--- src/rtl/ro_meter_pkg.sv ---
// Shared types and default widths for the ring-oscillator frequency meter.
package ro_meter_pkg;

  typedef enum logic [1:0] {
    ST_IDLE,
    ST_ARM,
    ST_MEASURE,
    ST_DONE
  } ro_state_t;

  localparam int unsigned RO_CNT_W_DEF  = 16;
  localparam int unsigned RO_GATE_W_DEF = 16;

endpackage

--- src/rtl/ro_meter_sync_edge.sv ---
// Oscillator input synchroniser and rising-edge detector.
// Optional 3-sample majority glitch filter under RO_METER_GLITCH_FILTER_EN.
module ro_meter_sync_edge (
  input  logic CLK,
  input  logic RN,
  input  logic OSC,
  output logic rise
);

  logic s1;
  logic s2;
  logic sp;
  logic lvl;

`ifdef RO_METER_GLITCH_FILTER_EN
  logic f1;
  logic f2;
  logic maj_q;

  // Majority is registered, so a clean edge reaches sp two cycles later than unfiltered.
  always_ff @(posedge CLK or negedge RN) begin
    if (!RN) begin
      s1    <= 1'b0;
      s2    <= 1'b0;
      f1    <= 1'b0;
      f2    <= 1'b0;
      maj_q <= 1'b0;
    end else begin
      s1    <= OSC;
      s2    <= s1;
      f1    <= s2;
      f2    <= f1;
      maj_q <= (s2 & f1) | (s2 & f2) | (f1 & f2);
    end
  end

  assign lvl = maj_q;
`else
  always_ff @(posedge CLK or negedge RN) begin
    if (!RN) begin
      s1 <= 1'b0;
      s2 <= 1'b0;
    end else begin
      s1 <= OSC;
      s2 <= s1;
    end
  end

  assign lvl = s2;
`endif

  always_ff @(posedge CLK or negedge RN) begin
    if (!RN) sp <= 1'b0;
    else     sp <= lvl;
  end

  assign rise = lvl & ~sp;

endmodule

--- src/rtl/ro_freq_meter.sv ---
// Gated ring-oscillator edge counter with START/BUSY/DONE handshake.
// Build option: RO_METER_GLITCH_FILTER_EN enables the input majority filter.
module ro_freq_meter
  import ro_meter_pkg::*;
#(
  parameter int unsigned CNT_W  = RO_CNT_W_DEF,
  parameter int unsigned GATE_W = RO_GATE_W_DEF
) (
  input  logic              CLK,
  input  logic              RN,
  input  logic              START,
  input  logic [GATE_W-1:0] GATE,
  input  logic              OSC,
  output logic              BUSY,
  output logic              DONE,
  output logic [CNT_W-1:0]  COUNT,
  output logic              OVF
);

  ro_state_t         state, state_nxt;
  logic [GATE_W-1:0] gate_cnt, gate_nxt;
  logic [CNT_W-1:0]  cnt, cnt_nxt;
  logic [CNT_W-1:0]  count_q, count_nxt;
  logic              ovf_q, ovf_nxt;
  logic              rise;

  ro_meter_sync_edge u_sync (
    .CLK  (CLK),
    .RN   (RN),
    .OSC  (OSC),
    .rise (rise)
  );

  always_ff @(posedge CLK or negedge RN) begin
    if (!RN) begin
      state    <= ST_IDLE;
      gate_cnt <= '0;
      cnt      <= '0;
      count_q  <= '0;
      ovf_q    <= 1'b0;
    end else begin
      state    <= state_nxt;
      gate_cnt <= gate_nxt;
      cnt      <= cnt_nxt;
      count_q  <= count_nxt;
      ovf_q    <= ovf_nxt;
    end
  end

  always_comb begin
    state_nxt = state;
    gate_nxt  = gate_cnt;
    cnt_nxt   = cnt;
    count_nxt = count_q;
    ovf_nxt   = ovf_q;
    case (state)
      ST_IDLE, ST_DONE: begin
        if (START) begin
          state_nxt = ST_ARM;
          gate_nxt  = GATE;
          cnt_nxt   = '0;
          ovf_nxt   = 1'b0;
        end
      end
      ST_ARM: begin
        if (gate_cnt == '0) begin
          state_nxt = ST_DONE;
          count_nxt = cnt;
        end else begin
          state_nxt = ST_MEASURE;
        end
      end
      ST_MEASURE: begin
        gate_nxt = gate_cnt - 1'b1;
        if (rise) begin
          if (cnt == '1) ovf_nxt = 1'b1;
          else           cnt_nxt = cnt + 1'b1;
        end
        // COUNT is captured on the way into DONE so it is valid in DONE's first cycle.
        if (gate_cnt == GATE_W'(1)) begin
          state_nxt = ST_DONE;
          count_nxt = cnt_nxt;
        end
      end
      default: state_nxt = ST_IDLE;
    endcase
  end

  assign BUSY  = (state == ST_ARM) || (state == ST_MEASURE);
  assign DONE  = (state == ST_DONE);
  assign COUNT = count_q;
  assign OVF   = ovf_q;

endmodule

--- config.mk ---
export PLATFORM = sky130hd
export DESIGN_NAME = ro_freq_meter
export DESIGN_NICKNAME = d
export VERILOG_FILES = /design/src/rtl/ro_meter_pkg.sv /design/src/rtl/ro_meter_sync_edge.sv /design/src/rtl/ro_freq_meter.sv
export SDC_FILE = /design/constraint.sdc
export NUM_CORES = 1
export LEC_CHECK = 0
export ABC_AREA = 1
export BUFFER_PORTS_ARGS = -buffer_cell sky130_fd_sc_hd__buf_4
export CORE_MARGIN = 2
export CORE_UTILIZATION = 45
export CTS_CLUSTER_DIAMETER = 50
export DETAILED_ROUTE_END_ITERATION = 8
export SLEW_MARGIN = 20
export SYNTH_ARGS = -nofsm -noshare
export SYNTH_HDL_FRONTEND = slang
export SYNTH_SLANG_ARGS = --single-unit
--- constraint.sdc ---
create_clock -name CLK -period 2.2 [get_ports CLK]
set_clock_uncertainty 0.05 [all_clocks]
set_input_delay 0.11 -clock CLK [delete_from_list [all_inputs] [get_ports CLK]]
set_output_delay 0.11 -clock CLK [all_outputs]
set_load 0.01 [all_outputs]
==> metrics.txt <==
first-pass GRT wire length=13.6 mm; row cnt=31; count of different cell masters after synthesis=36; vias=3,064; CTS buffer count=5; input/output buffers=38; DR vias/cell=5.04; crit path max fanout=13; most frequent cells in the layout=nand2_1 (119), nor2_1 (79), dfrtp_1 (54); Flop pwr share=34.7%; unrepaired setup endpoints after global routing=no; die area=8130 sq um; Sequential Area=1350 sq um; Setup Crit Path Kind=flip-flop to flip-flop; Switch Pwr=2.18 mW; Combinational Power Share=52.8%; top-level I/O count=39; Final Non-Filler Cells=608; clk sinks=54; GPL Wtd Cong=0.881; leakage power=1.85 nW; worst r2r path cells=9; CORE AREA=7210 sq um; Pwr per Cell Area=1210 nW/um^2; final instance area=3870 sq um; Synth-to-Final Area Change=15.8%; CTS max path bufs=2; drt total wl=7.89 mm; latest clock arrival within the worst-skew pair=310 ps; initial antenna violation count=0; cells after synthesis=468; Relative slew margins=52.8%; diode count=0; initial drt markers=218; Post-synth EDFFs=0; worst hold path depth=3; FFs w/ async S/R, synth=100%; Inst Count DP=593; Synth area leader=dfrtp_1; largest net degree at the start of global routing=55; Net Sw Frac=46.5%; #FFs+latches synth=54; Overall Global Routing Usage=20.2%; Arr. time, crit path=2170 ps; # fillers=722; max cap viols=0; Tmin final=2030 ps; setup_tns=0 ps; count of final setup violators=0; Cell Area, Synth=3340 sq um; die width=90.1 um; clock root buffer=clkbuf_8; vias in the first global route=2,828; Chip Height=90.1 um; grt ovf=0; Synth top area share=40.5%; max-slew violations=0; Layout Nets=534; ys flop type=dfrtp_1; CP required=2350 ps; Startpoint Class=flip-flop; Syn Area/Cell=7.14 sq um; Clock transition at path regs=100 ps; fraction of layout cells with a size suffix above 1=16.7%; crit end category=flip-flop; Synth Warn #=0; # DRC=0; DP HPWL=5.27 mm; Antenna Nets Post-Route=0; commonest non-fill, non-tap cell in the layout=nand2_1; Starting Density=46.3%; status=finished, final reports clean; fmax=494 MHz; Synth Net Count=494; fin crit share=92.1%; internal power=2.51 mW; Hold Violations, Final=0; Pre-antenna DRT Iters=5; multi-input logic area=1730 sq um; H-tree depth=2; TritonCTS clock tree=yes; Seq/Total Area, Yosys=40.5%; post-DR wirelength/cell=13.0 um; Max VDD drop=0.909 mV; Worst Tran Pin Value=709 ps; clock power share=12.5%; largest cells by area after synthesis=dfrtp_1 (40%), nand2_1 (13%), nor2_1 (8.9%); hold slack=12.5 ps; worst hold-check path type=primary input to flip-flop; dpl cell area=3700 sq um
-- path summary, 6_finish.rpt --
kind	startpoint	endpoint	slack [ps]
setup / recovery	state[0]$_DFFE_PN0P_	gate_cnt[15]$_DFFE_PN0P_	170
hold / removal	GATE[15]	gate_cnt[15]$_DFFE_PN0P_	10
setup reg to reg	state[0]$_DFFE_PN0P_	gate_cnt[15]$_DFFE_PN0P_	170
hold reg to reg	u_sync.s1$_DFF_PN0_	u_sync.lvl$_DFF_PN0_	310
max in group asynchronous	RN	cnt[5]$_DFFE_PN0P_	1290
min in group asynchronous	RN	gate_cnt[14]$_DFFE_PN0P_	340
-- synth_stat cells, types with 2 or more instances --
cell type / instances
clkbuf_1: 6
buf_2: 5
inv_2: 6
nand2_2: 10
nand2_4: 2
dfrtp_1: 54
o22ai_1: 4
nor2_2: 5
nand2_1: 120
nor2_1: 79
nand3b_1: 2
nor3_1: 5
o21ai_0: 18
o211ai_1: 4
inv_1: 41
nand3_1: 38
xor2_1: 4
nor2_4: 7
buf_4: 2
a21oi_1: 16
o21ai_1: 19
ha_1: 6
a32oi_1: 2
-- timing repair --
| action | 4_1_cts | 5_1_grt |
|---|---|---|
| hold endpoints to repair | 59 | 0 |
| resized for setup | 0 | 2 |
| cloned | 0 | 1 |
| pin swaps | 1 | 1 |
| buffers inserted | 0 | 0 |
| hold buffers | 6 | 0 |
| setup endpoints to repair | 3 | 26 |
-- flip-flops by register name (all words and copies together) (netlist names) --
signal / flops
COUNT: 16
cnt: 16
gate_cnt: 16
state: 2
OVF: 1
u_sync.lvl: 1
u_sync.s1: 1
u_sync.sp: 1
-- critical path: stages (launching register included) --
cell     delay [ps]
dfrtp_1         390
inv_1            70
ha_1            430
nand2_1         190
o21ai_4         220
inv_4           150
nor3_1          170
nand3_1          90
nand3_1          80
nand3_1          60
-- routing by layer --
layer  part of all wire (%)  track usage, %  vias up
met5                      0               0        -
met4                   0.96            5.38        0
met3                    3.3            3.02        7
met2                     44            30.7       51
met1                     52            30.1     1434
li1                       -               -     1572
-- cell families after synthesis --
kind of cell	Yosys count	synth area share (%)
DFF	54	40.5
AOI/OAI and AO/OA	68	11.5
and+or+nand+nor	273	36.8
adders and majority gates	6	2.25
buffers and inverters	63	7.98
xor gates and xnor gates	4	1.05
-- power by group through the flow --
| stage | Sequential [mW] | Combinational [mW] | Clock (mW) |
|---|---|---|---|
| 6_report | 1.63 | 2.47 | 0.583 |
| 5_1_grt | 1.68 | 2.79 | 0.640 |
| 4_1_cts | 1.63 | 2.42 | 0.613 |
| 3_5_place_dp | 1.64 | 2.40 | 0 |
| 3_3_place_gp | 1.63 | 2.36 | 0 |
| 2_1_floorplan | 1.66 | 1.65 | 0 |
-- final cells by class --
class	count	area share [%]
Inverter	48	4.85
Timing Repair Buffer	47	9.84
Clock inverter	1	0.129
Clock buffer	7	2.23
Sequential cell	54	34.9
Multi-Input combinational cell	352	44.8
Tap cell	99	3.20
-- through the flow --
stage	power [mW]	utilization (%)	worst slack (ps)
after floorplan	3.31	-	538
after global placement	3.99	51.3	96.8
after detailed placement	4.04	51.3	30.4
after CTS	4.65	53.4	14.2
after global routing	5.10	53.6	13.7
final	4.68	53.6	175
(Power assumes the default switching activity.)
